**src/rtl/decode_fault_req_if.sv**
```systemverilog
// Bus bundle between fetch, decode fault register, next decode stage and exception manager.
// Optional fault counters are present when CORE_DECODE_FAULT_CNT_EN is defined.
interface decode_fault_req_if;
    logic        iFLUSH;
    logic        iPREV_VALID;
    logic [31:0] iPREV_PC;
    logic [31:0] iPREV_INST;
    logic        iPREV_IRQ40;
    logic        iPREV_IRQ41;
    logic        iPREV_IRQ42;
    logic        oPREV_LOCK;
    logic        oNEXT_VALID;
    logic [31:0] oNEXT_PC;
    logic [31:0] oNEXT_INST;
    logic        iNEXT_LOCK;
    logic        oEXCEPT_REQ;
    logic [6:0]  oEXCEPT_NUM;
    logic [31:0] oEXCEPT_PC;
    logic        iEXCEPT_ACK;
`ifdef CORE_DECODE_FAULT_CNT_EN
    logic [7:0]  oFAULT_CNT40;
    logic [7:0]  oFAULT_CNT41;
    logic [7:0]  oFAULT_CNT42;
`endif

    // Environment side: drives the i* signals, observes the o* signals.
    modport master (
        output iFLUSH, iPREV_VALID, iPREV_PC, iPREV_INST,
        output iPREV_IRQ40, iPREV_IRQ41, iPREV_IRQ42, iNEXT_LOCK, iEXCEPT_ACK,
        input  oPREV_LOCK, oNEXT_VALID, oNEXT_PC, oNEXT_INST,
        input  oEXCEPT_REQ, oEXCEPT_NUM, oEXCEPT_PC
`ifdef CORE_DECODE_FAULT_CNT_EN
        , input oFAULT_CNT40, oFAULT_CNT41, oFAULT_CNT42
`endif
    );

    modport slave (
        input  iFLUSH, iPREV_VALID, iPREV_PC, iPREV_INST,
        input  iPREV_IRQ40, iPREV_IRQ41, iPREV_IRQ42, iNEXT_LOCK, iEXCEPT_ACK,
        output oPREV_LOCK, oNEXT_VALID, oNEXT_PC, oNEXT_INST,
        output oEXCEPT_REQ, oEXCEPT_NUM, oEXCEPT_PC
`ifdef CORE_DECODE_FAULT_CNT_EN
        , output oFAULT_CNT40, oFAULT_CNT41, oFAULT_CNT42
`endif
    );
endinterface

```
**src/rtl/decode_fault_req.sv**
```systemverilog
// Decode-stage fault request register: forwards clean instructions, turns a faulting one into
// a held exception request and locks upstream until flush. Macro CORE_DECODE_FAULT_CNT_EN adds fault counters.
module decode_fault_req (
    input  logic              iCLOCK,
    input  logic              iRESET,
    decode_fault_req_if.slave bus
);

    typedef enum logic [1:0] {
        IDLE       = 2'd0,
        REQ        = 2'd1,
        WAIT_FLUSH = 2'd2
    } state_t;

    state_t      state;
    state_t      state_n;
    logic        fault;
    logic        accept;
    logic        fault_accept;
    logic        clean_accept;
    logic [6:0]  cause;

    assign fault           = bus.iPREV_IRQ40 || bus.iPREV_IRQ41 || bus.iPREV_IRQ42;
    assign bus.oPREV_LOCK  = bus.iNEXT_LOCK || (state != IDLE);
    assign accept          = bus.iPREV_VALID && !bus.oPREV_LOCK;
    // A flush discards whatever is presented in the same cycle.
    assign fault_accept    = accept && fault && !bus.iFLUSH;
    assign clean_accept    = accept && !fault && !bus.iFLUSH;
    assign bus.oEXCEPT_REQ = (state == REQ);

    always_comb begin
        if (bus.iPREV_IRQ40)      cause = 7'd40;
        else if (bus.iPREV_IRQ41) cause = 7'd41;
        else                      cause = 7'd42;
    end

    // NOTE: sequential state uses non-blocking assignments so every register samples pre-edge values.
    always_ff @(posedge iCLOCK or posedge iRESET) begin
        if (iRESET) state <= IDLE;
        else        state <= state_n;
    end

    // NOTE: state_n gets its default first so no path leaves it unassigned (no latch).
    always_comb begin
        state_n = state;
        if (bus.iFLUSH) begin
            state_n = IDLE;
        end else begin
            unique case (state)
                IDLE:       if (fault_accept)    state_n = REQ;
                REQ:        if (bus.iEXCEPT_ACK) state_n = WAIT_FLUSH;
                WAIT_FLUSH: state_n = WAIT_FLUSH;
                default:    state_n = IDLE;
            endcase
        end
    end

    // Forward path; the PC/instruction registers keep their contents across a flush.
    always_ff @(posedge iCLOCK or posedge iRESET) begin
        if (iRESET) begin
            bus.oNEXT_VALID <= 1'b0;
            bus.oNEXT_PC    <= 32'd0;
            bus.oNEXT_INST  <= 32'd0;
        end else if (bus.iFLUSH) begin
            bus.oNEXT_VALID <= 1'b0;
        end else if (clean_accept) begin
            bus.oNEXT_VALID <= 1'b1;
            bus.oNEXT_PC    <= bus.iPREV_PC;
            bus.oNEXT_INST  <= bus.iPREV_INST;
        end else if (!bus.iNEXT_LOCK) begin
            bus.oNEXT_VALID <= 1'b0;
        end
    end

    always_ff @(posedge iCLOCK or posedge iRESET) begin
        if (iRESET) begin
            bus.oEXCEPT_NUM <= 7'd0;
            bus.oEXCEPT_PC  <= 32'd0;
        end else if (fault_accept) begin
            bus.oEXCEPT_NUM <= cause;
            bus.oEXCEPT_PC  <= bus.iPREV_PC;
        end
    end

`ifdef CORE_DECODE_FAULT_CNT_EN
    // Saturating per-cause counters; only iRESET clears them.
    always_ff @(posedge iCLOCK or posedge iRESET) begin
        if (iRESET) begin
            bus.oFAULT_CNT40 <= 8'd0;
            bus.oFAULT_CNT41 <= 8'd0;
            bus.oFAULT_CNT42 <= 8'd0;
        end else if (fault_accept) begin
            if (cause == 7'd40 && bus.oFAULT_CNT40 != 8'hFF) bus.oFAULT_CNT40 <= bus.oFAULT_CNT40 + 8'd1;
            if (cause == 7'd41 && bus.oFAULT_CNT41 != 8'hFF) bus.oFAULT_CNT41 <= bus.oFAULT_CNT41 + 8'd1;
            if (cause == 7'd42 && bus.oFAULT_CNT42 != 8'hFF) bus.oFAULT_CNT42 <= bus.oFAULT_CNT42 + 8'd1;
        end
    end
`endif

endmodule
```
**src/flat_wrapper.sv**
```systemverilog
// flat-port wrapper written by rule: the top's interface ports become plain ports
module decode_fault_req_flat 
  (iCLOCK, iRESET, bus_iFLUSH, bus_iPREV_VALID, bus_iPREV_PC, bus_iPREV_INST, bus_iPREV_IRQ40, bus_iPREV_IRQ41, bus_iPREV_IRQ42, bus_iNEXT_LOCK, bus_iEXCEPT_ACK, bus_oPREV_LOCK, bus_oNEXT_VALID, bus_oNEXT_PC, bus_oNEXT_INST, bus_oEXCEPT_REQ, bus_oEXCEPT_NUM, bus_oEXCEPT_PC);
  decode_fault_req_if bus_i ();
  input  logic iCLOCK;
  input  logic iRESET;
  input wire logic [$bits(bus_i.iFLUSH)-1:0] bus_iFLUSH;
  input wire logic [$bits(bus_i.iPREV_VALID)-1:0] bus_iPREV_VALID;
  input wire logic [$bits(bus_i.iPREV_PC)-1:0] bus_iPREV_PC;
  input wire logic [$bits(bus_i.iPREV_INST)-1:0] bus_iPREV_INST;
  input wire logic [$bits(bus_i.iPREV_IRQ40)-1:0] bus_iPREV_IRQ40;
  input wire logic [$bits(bus_i.iPREV_IRQ41)-1:0] bus_iPREV_IRQ41;
  input wire logic [$bits(bus_i.iPREV_IRQ42)-1:0] bus_iPREV_IRQ42;
  input wire logic [$bits(bus_i.iNEXT_LOCK)-1:0] bus_iNEXT_LOCK;
  input wire logic [$bits(bus_i.iEXCEPT_ACK)-1:0] bus_iEXCEPT_ACK;
  output wire logic [$bits(bus_i.oPREV_LOCK)-1:0] bus_oPREV_LOCK;
  output wire logic [$bits(bus_i.oNEXT_VALID)-1:0] bus_oNEXT_VALID;
  output wire logic [$bits(bus_i.oNEXT_PC)-1:0] bus_oNEXT_PC;
  output wire logic [$bits(bus_i.oNEXT_INST)-1:0] bus_oNEXT_INST;
  output wire logic [$bits(bus_i.oEXCEPT_REQ)-1:0] bus_oEXCEPT_REQ;
  output wire logic [$bits(bus_i.oEXCEPT_NUM)-1:0] bus_oEXCEPT_NUM;
  output wire logic [$bits(bus_i.oEXCEPT_PC)-1:0] bus_oEXCEPT_PC;
  assign bus_i.iFLUSH = bus_iFLUSH;
  assign bus_i.iPREV_VALID = bus_iPREV_VALID;
  assign bus_i.iPREV_PC = bus_iPREV_PC;
  assign bus_i.iPREV_INST = bus_iPREV_INST;
  assign bus_i.iPREV_IRQ40 = bus_iPREV_IRQ40;
  assign bus_i.iPREV_IRQ41 = bus_iPREV_IRQ41;
  assign bus_i.iPREV_IRQ42 = bus_iPREV_IRQ42;
  assign bus_i.iNEXT_LOCK = bus_iNEXT_LOCK;
  assign bus_i.iEXCEPT_ACK = bus_iEXCEPT_ACK;
  assign bus_oPREV_LOCK = bus_i.oPREV_LOCK;
  assign bus_oNEXT_VALID = bus_i.oNEXT_VALID;
  assign bus_oNEXT_PC = bus_i.oNEXT_PC;
  assign bus_oNEXT_INST = bus_i.oNEXT_INST;
  assign bus_oEXCEPT_REQ = bus_i.oEXCEPT_REQ;
  assign bus_oEXCEPT_NUM = bus_i.oEXCEPT_NUM;
  assign bus_oEXCEPT_PC = bus_i.oEXCEPT_PC;
  decode_fault_req u_core (.iCLOCK(iCLOCK), .iRESET(iRESET), .bus(bus_i));
endmodule
```
**config.mk**
```make
export PLATFORM = sky130hd
export DESIGN_NAME = decode_fault_req_flat
export DESIGN_NICKNAME = d
export VERILOG_FILES = /design/src/rtl/decode_fault_req_if.sv /design/src/rtl/decode_fault_req.sv /design/src/flat_wrapper.sv
export SDC_FILE = /design/constraint.sdc
export NUM_CORES = 1
export LEC_CHECK = 0
export CORE_AREA = 2 2 101 103
export CTS_CLUSTER_DIAMETER = 30
export DETAILED_ROUTE_END_ITERATION = 16
export DIE_AREA = 0 0 103 105
export GPL_ROUTABILITY_DRIVEN = 1
export PLACE_DENSITY = 0.79
export SLEW_MARGIN = 10
export SYNTH_ARGS = -nofsm -noshare
export SYNTH_HDL_FRONTEND = slang
export SYNTH_SLANG_ARGS = --single-unit
```
**constraint.sdc**
```tcl
create_clock -name iCLOCK -period 4.2 [get_ports iCLOCK]
set_input_delay 0.84 -clock iCLOCK [delete_from_list [all_inputs] [get_ports iCLOCK]]
set_output_delay 0.84 -clock iCLOCK [all_outputs]
set_load 0.02 [all_outputs]
```
# After elaboration in Yosys (flattened, before gate mapping)

Index checks and enable logic that the tools add are counted.

Register bits after elaboration: 106
Logic and storage cells: 36

Equal/unequal tests: 5
Muxes and demuxes: 9
Bitwise operators: 1
Reductions and logical operators: 15

Operators with widths:

| kind                 | count |
|---|---|
| $mux W2              | 4 |
| $mux W7              | 1 |
| $ne A3 B2 Y1 const B | 2 |
| $pmux W2 S3          | 1 |
| $logic_and A1 B1 Y1  | 5 |
| $reduce_and A2 Y1    | 2 |
| $logic_not A1 Y1     | 3 |
| $logic_or A1 B1 Y1   | 3 |
| $mux W1              | 3 |
| $ne A3 B3 Y1 const B | 1 |
| $eq A2 B1 Y1 const B | 1 |
| $eq A2 B2 Y1 const B | 1 |
| $logic_not A2 Y1     | 1 |
| $reduce_bool A2 Y1   | 1 |
| $not A1 Y1           | 1 |

# Logic depth before layout (Yosys ltp)

Gate-level depths: netlist (run 1).

Depth after elaboration: 9
Depth in mapped cells: 7

# Worst setup path after synthesis (run 1)

Ideal clock, no wire load.

Path kind: in2reg
From: input port bus_iNEXT_LOCK
To: register u_core.bus.oEXCEPT_PC[10]
Data arrival time: 2.014 ns
Data required time: 4.073 ns
Setup slack: 2.059 ns
Cell stages on the path: 4
Path buffers: 1
Cells stage by stage: nand2b_1 > nor3_4 > buf_6 > mux2_1

Longest elaborated chain between the ends: 5

Ends and longest elaborated chain:

| what                             | line                      | text |
|---|---|---|
| start: declaration               | flat_wrapper.sv:14        | `input wire logic [$bits(bus_i.iNEXT_LOCK)-1:0] bus_iNEXT_LOCK;` |
| $logic_or A1 B1 Y1               | decode_fault_req.sv:24    | `assign bus.oPREV_LOCK = bus.iNEXT_LOCK \|\| (state != IDLE);` |
| $logic_not A1 Y1                 | decode_fault_req.sv:25    | `assign accept = bus.iPREV_VALID && !bus.oPREV_LOCK;` |
| $logic_and A1 B1 Y1              | decode_fault_req.sv:25    |  |
| $logic_and A1 B1 Y1 (2 in a row) | decode_fault_req.sv:27    | `assign fault_accept = accept && fault && !bus.iFLUSH;` |
| end signal: assignment           | decode_fault_req.sv:81    | `bus.oEXCEPT_PC <= bus.iPREV_PC;` |
| end: declaration                 | decode_fault_req_if.sv:41 | `output oEXCEPT_REQ, oEXCEPT_NUM, oEXCEPT_PC` |

Every way passes these cells.
A chain may end at the register's enable or synchronous reset.

# Final worst setup path (run 1)

From: input port bus_iNEXT_LOCK
To: output port bus_oPREV_LOCK

Longest elaborated chain between the ends: 1

Ends and longest elaborated chain:

| what               | line                   | text |
|---|---|---|
| $logic_or A1 B1 Y1 | decode_fault_req.sv:24 |  |
| end: declaration   | flat_wrapper.sv:16     | `output wire logic [$bits(bus_i.oPREV_LOCK)-1:0] bus_oPREV_LOCK;` |

Every way passes these cells.

==> impl_metrics.csv, run 1 <==
group,metric,value,unit
synth,synth-xor-area-share,0,%
route,antenna_left,0,
hold_path,holdCritPathClass,"flop to flop",
cells_and_area,fin_nets,495,
floorplanning,rows,36,
pwr,clkPwrFrac,22.0,%
run_status,status,"finished, final reports clean",
cts,numCtsBuffers,9,
route,wl_per_cell,15.6,um
synth,synth.area.mux_share,27.4,%
pwr,comb_power_share,33.3,%
cells_and_area,fillCellCount,787,
cts,cts.hold.buffers_added,0,
synth,post-synth-top-area-cell,"dfrtp_1",
sta,grt_setup_unrepaired,"no",
sta,fmax,0.330,GHz
synth,synth_top_area_share,64.1,%
synth,synth_area,3990,um2
cts,post-cts-setup-buffers,0,
synth,synth-compound-area-share,1.04,%
synth,syn_inst,242,
sta,min_period,3.03,ns
cts,path_clk_slew,0.09,ns
global_routing,grt_start_max_net_pins,63,
pwr,switching_power,0.870,mW
hold_path,hold_depth,1,
floorplanning,core-area,9640,um2
cells_and_area,drive_gt1_share,10.6,%
route,drt_iter0_markers,38,
place,globalplace.congestion,0.712,
pwr,ir_worst_vdd,0.221,mV
run,max_cap_viol_count,0,
synth,synth_area_leaders,"dfrtp_1 (64%), mux2_1 (21%), mux2_2 (5.7%)",
global_routing,grt_overflow,0,
cells_and_area,fin_cells,558,
pwr,cellPowerDensity,473,nW/um2
cells_and_area,diodes,0,
place,port_buffers,175,
synth,yosys_warnings,0,
sta,slew_viol_final,0,
critical_path,critPathLaunchType,"primary input",
floorplanning,die_w,103,um
cts,cts_tree,"built",
pwr,sw_frac_of_total,30.5,%
synth,synth_area_per_cell,16.5,um2
critical_path,end_kind,"primary output",
floorplanning,dieArea,10800,um2
cells_and_area,area_growth,51.4,%
global_routing,grt_pass1_wl,14100,um
pwr,intPower,1.99,mW
pwr,leakagePower,2.63,nW
cts,htreeDepth,3,
route,viasPerCell,4.64,
cells_and_area,fin_area,6030,um2
critical_path,rr_worst_depth,6,
floorplanning,ios,179,
floorplanning,die_h,105,um
cts,ctsResizeCount,0,
sta,period_share,72.2,%
synth,synth_simple_gate_area_share,3.11,%
sta,tns,0,ns
place,dpl_cell_area,5830,um2
synth,synth_top_family_by_area,"multiplexers",
critical_path,critical_path_class,"primary input to primary output",
synth,ys_types,25,
sta,hold_violations,0,
synth,synth_adder_area_share,0.628,%
sta,finalSetupViolCount,0,
route,first_pass_iters,4,
place,dpl.cell_count,542,
global_routing,grt_pass1_vias,2813,
pwr,p_seq_share,44.7,%
synth,ys_seq_elements,102,
global_routing,grt_antenna_before_repair,0,
cts,cts-root-buf,"clkbuf_8",
route,drc,0,
critical_path,critical_path_peak_fanout,4,
global_routing,grt_usage,16.7,%
critical_path,worstPathRequired,3.36,ns
sta,fin_skew,0.0137,ns
route,dr_total_vias,2589,
critical_path,crit_arrival,2.19,ns
cts,cts_buffer_depth,2,
cts,cts.sinks,102,
synth,seq_area_frac_synth,64.1,%
cts,clk_latency,0.35,ns
place,dp_hpwl,6490,um
floorplanning,start_util,41.3,%
route,routed_wl,8720,um
registers in the layout, indices dropped and copies added, names as in the netlist:
signal and count:
u_core.bus.oNEXT_PC 32, u_core.bus.oNEXT_INST 32, u_core.bus.oEXCEPT_NUM 3, u_core.state 2, u_core.bus.oNEXT_VALID 1, u_core.bus.oEXCEPT_PC 32
synthesized netlist by cell type:
cell type	count
nand3b_1	1
mux2_2	20
nand2_1	2
buf_4	5
nand2b_1	4
or2_2	1
nor3_4	2
o21a_1	1
nor4b_1	1
o21ai_0	3
nor2_1	1
a211oi_1	1
buf_2	1
o41a_1	1
nor3_1	1
nor2b_1	1
mux2_1	76
buf_6	8
mux2i_1	1
ha_1	2
dfrtp_1	102
or3b_2	1
and4bb_1	1
conb_1	1
inv_1	4
layout make-up:
type | instances | area, um2 | share of cell area [%]
flip-flops and latches | 102 | 2550 | 42.3
repair buffers | 179 | 1790 | 29.7
multi-input cells | 124 | 1290 | 21.5
well taps | 133 | 166 | 2.76
clock buffers | 11 | 141 | 2.34
clock inverters | 5 | 65.1 | 1.08
inverters | 4 | 17.5 | 0.290
cell usage in the layout, fill, tap and decap left out, drive strengths merged:
cell,count
or3b,1
nor2b,1
buf,4
nand2b,4
mux2i,1
nand3b,1
nor2,1
o21a,1
nor4b,1
nor3,3
clkbuf,11
dfrtp,102
a211oi,1
or2,1
conb,3
clkinv,2
o21ai,3
bufinv,1
ha,2
nand2,2
clkdlybuf4s50,175
inv,6
mux2,96
and4bb,1
o41a,1
routing by layer:
| layer | track usage [%] | routed length, um | share of wire (%) |
|---|---|---|---|
| met1 | 20.7 | 3460 | 40 |
| met2 | 28.4 | 4600 | 53 |
| met3 | 5.08 | 608 | 7.0 |
| met4 | 3.67 | 59 | 0.68 |
| met5 | 0 | 0 | 0 |
worst max-delay path: stages:
cell             delay, ns
clkdlybuf4s50_1       0.50
nand2b_1              0.21
clkdlybuf4s50_1       0.64
logic make-up (layout without fill, tap and decap cells):
family | Yosys count | after routing
DFF | 102 | 102
muxes | 97 | 97
buffers and inverters | 18 | 199
and+or+nand+nor | 16 | 16
AOI/OAI and AO/OA | 6 | 6
adders and majority gates | 2 | 2
other | 1 | 3
power by group through the flow:
stage / Combinational (mW) / Sequential (mW) / Clock [mW]
global placement: 0.949 / 1.29 / 0
CTS: 0.968 / 1.28 / 0.652
detailed placement: 0.965 / 1.30 / 0
floorplan: 0.181 / 1.54 / 0
global route: 1.01 / 1.30 / 0.701
finish: 0.951 / 1.28 / 0.628
per-stage QoR:
| step | setup WS, ns | power, mW | hold slack (ns) | utilization, % |
|---|---|---|---|---|
| after global placement | 1.18 | 2.24 | 0.468 | 60.4 |
| final | 1.17 | 2.86 | 0.487 | 62.6 |
| after detailed placement | 1.17 | 2.26 | 0.474 | 60.4 |
| after CTS | 1.15 | 2.90 | 0.495 | 62.6 |
| after floorplan | 0.685 | 1.72 | 0.513 | - |
| after global routing | 1.09 | 3.01 | 0.501 | 62.6 |
final timing paths:
kind / from / end / slack [ns]
setup / recovery: bus_iNEXT_LOCK / bus_oPREV_LOCK / 1.17
hold / removal: u_core.bus.oEXCEPT_PC[9] / u_core.bus.oEXCEPT_PC[9] / 0.49
setup reg to reg: u_core.state[0] / u_core.bus.oEXCEPT_PC[26] / 2.17
hold reg to reg: u_core.bus.oEXCEPT_PC[9] / u_core.bus.oEXCEPT_PC[9] / 0.49
max in group asynchronous: iRESET / u_core.bus.oEXCEPT_PC[18] / 2.57
min in group asynchronous: iRESET / u_core.bus.oNEXT_PC[3] / 0.84
Power figures use the tool's default switching activity.
==> inputs of run 2 (changes only) <==
clock period = 2.92 ns   (was 4.2 ns; I/O delays follow)
==> impl_metrics.csv, run 2 (synthesis results as in run 1) <==
group,metric,value,unit
route,drt_iter0_markers,51,
place,dp_hpwl,6370,um
global_routing,grt_pass1_wl,13400,um
cells_and_area,fillCellCount,774,
hold_path,min_to,"u_core.bus.oEXCEPT_PC[22]",
global_routing,grt_start_max_net_pins,62,
cells_and_area,top_regs,"u_core.bus.oEXCEPT_PC x32, u_core.bus.oNEXT_INST x32, u_core.bus.oNEXT_PC x32",
sta,tns,0,ns
route,drc,0,
route,dr_total_vias,2630,
global_routing,grt_antenna_before_repair,0,
critical_path,critical_path_class,"primary input to primary output",
critical_path,critical_path_peak_fanout,4,
cts,numCtsBuffers,9,
cells_and_area,layout_commonest_cell,"clkdlybuf4s50_1",
floorplanning,die_h,105,um
cts,cts.sinks,102,
sta,period_share,86.5,%
pwr,switching_power,1.29,mW
critical_path,path_cells,"clkdlybuf4s50_1 > nand2b_1 > clkdlybuf4s50_1",
pwr,intPower,2.85,mW
cts,ctsResizeCount,0,
sta,grt_setup_unrepaired,"no",
cts,cts_buffer_depth,2,
sta,hold_violations,0,
cts,clk_latency,0.36,ns
pwr,p_seq_share,44.4,%
critical_path,regToRegSetupSlack,1.05,ns
sta,finalSetupViolCount,0,
route,routed_wl,8500,um
cts,cts_tree,"built",
critical_path,crit_top_cell,"clkdlybuf4s50_1",
pwr,cellPowerDensity,682,nW/um2
route,first_pass_iters,4,
route,viasPerCell,4.70,
cts,post-cts-setup-buffers,0,
place,port_buffers,175,
pwr,ir_worst_vdd,0.359,mV
pwr,comb_power_share,33.2,%
floorplanning,rows,36,
cts,htreeDepth,3,
critical_path,reg2reg_from,"u_core.state[0]",
floorplanning,core-area,9640,um2
cells_and_area,diodes,0,
run,max_cap_viol_count,0,
route,wl_per_cell,15.2,um
sta,worstMarginPinSlew,0.760,ns
floorplanning,ios,179,
place,globalplace.congestion,0.748,
critical_path,critPathLaunchType,"primary input",
sta,slew_viol_final,0,
critical_path,timing.rr.end,"u_core.bus.oNEXT_INST[0]",
hold_path,worstHoldStart,"u_core.bus.oEXCEPT_PC[22]",
sta,fmax,0.396,GHz
critical_path,rr_worst_depth,6,
pwr,sw_frac_of_total,31.1,%
global_routing,grt_pass1_vias,2794,
critical_path,path_buf_inv,2,
sta,min_period,2.53,ns
critical_path,slowest_delay,0.64,ns
cells_and_area,area_growth,52.1,%
cts,path_clk_slew,0.09,ns
floorplanning,die_w,103,um
cells_and_area,drive_gt1_share,11.0,%
sta,fin_skew,0.0150,ns
cts,cts.hold.buffers_added,0,
pwr,clkPwrFrac,22.5,%
floorplanning,dieArea,10800,um2
critical_path,crit_arrival,1.94,ns
pwr,leakagePower,2.64,nW
global_routing,grt_overflow,0,
cts,cts-root-buf,"clkbuf_8",
sta,hold_slack,0.495,ns
cells_and_area,fin_nets,496,
global_routing,grt_usage,15.7,%
run_status,status,"finished, final reports clean",
sta,slew_headroom,49.3,%
critical_path,cp.depth,3,
floorplanning,start_util,41.3,%
route,antenna_left,0,
cells_and_area,layout_common_cells,"clkdlybuf4s50_1 (175), dfrtp_1 (102), mux2_1 (76)",
critical_path,crit_slowest_cell,"clkdlybuf4s50_1",
hold_path,hold_depth,1,
critical_path,worstPathRequired,2.34,ns
hold_path,holdCritPathClass,"flop to flop",
critical_path,critical-path-top-delay-family,"buffers and inverters",
critical_path,end_kind,"primary output",
[run 2: power by group through the flow]
| stage | combinational, mW | clock [mW] | sequential [mW] |
|---|---|---|---|
| after floorplan | 0.261 | 0 | 2.21 |
| after global placement | 1.36 | 0 | 1.85 |
| after detailed placement | 1.39 | 0 | 1.87 |
| after CTS | 1.39 | 0.972 | 1.84 |
| after global routing | 1.45 | 1.02 | 1.87 |
| final | 1.37 | 0.928 | 1.83 |
[run 2: layout make-up]
cell class | count | area (um2) | area share, %
timing repair buffer | 180 | 1810 | 29.9
multi-input combinational | 124 | 1290 | 21.4
sequential | 102 | 2550 | 42.1
tap | 133 | 166 | 2.75
clock inverter | 7 | 88.8 | 1.47
clock buffer | 9 | 124 | 2.04
inverter | 4 | 18.8 | 0.310
[run 2: worst reg2reg max path, stage by stage (launching register included)]
cell	delay, ns
dfrtp_1	0.36
inv_1	0.07
ha_1	0.25
and4bb_1	0.24
nand2_2	0.10
buf_4	0.35
mux2_1	0.39
[run 2: worst max path at each step]
stage	start	end	slack (ns)
after floorplan	bus_iNEXT_LOCK	u_core.bus.oEXCEPT_PC[10]	1.03
after global placement	bus_iNEXT_LOCK	bus_oPREV_LOCK	0.42
after detailed placement	bus_iNEXT_LOCK	bus_oPREV_LOCK	0.40
after CTS	bus_iNEXT_LOCK	bus_oPREV_LOCK	0.40
after global routing	bus_iNEXT_LOCK	bus_oPREV_LOCK	0.36
final	bus_iNEXT_LOCK	bus_oPREV_LOCK	0.39
[run 2: stage by stage]
step	util (%)	worst slack [ns]	area, um2	power (mW)	std cells
after CTS	62.9	0.398	6060	4.20	559
after global placement	60.7	0.418	5850	3.21	543
after floorplan	-	1.03	4000	2.48	244
after global routing	62.9	0.361	6060	4.34	559
after detailed placement	60.7	0.402	5850	3.26	543
final	62.9	0.393	6060	4.13	559
[run 2: metal layers]
layer  wire length (um)  global-route usage [%]  vias to the layer above  share of wire (%)
met5                  0                       0                        -                  0
met4                 78                    3.95                        0               0.92
met3                619                    3.68                        7                7.3
met2               4380                    28.0                       93                 51
met1               3430                    18.7                     1329                 40
li1                   -                       -                     1201                  -
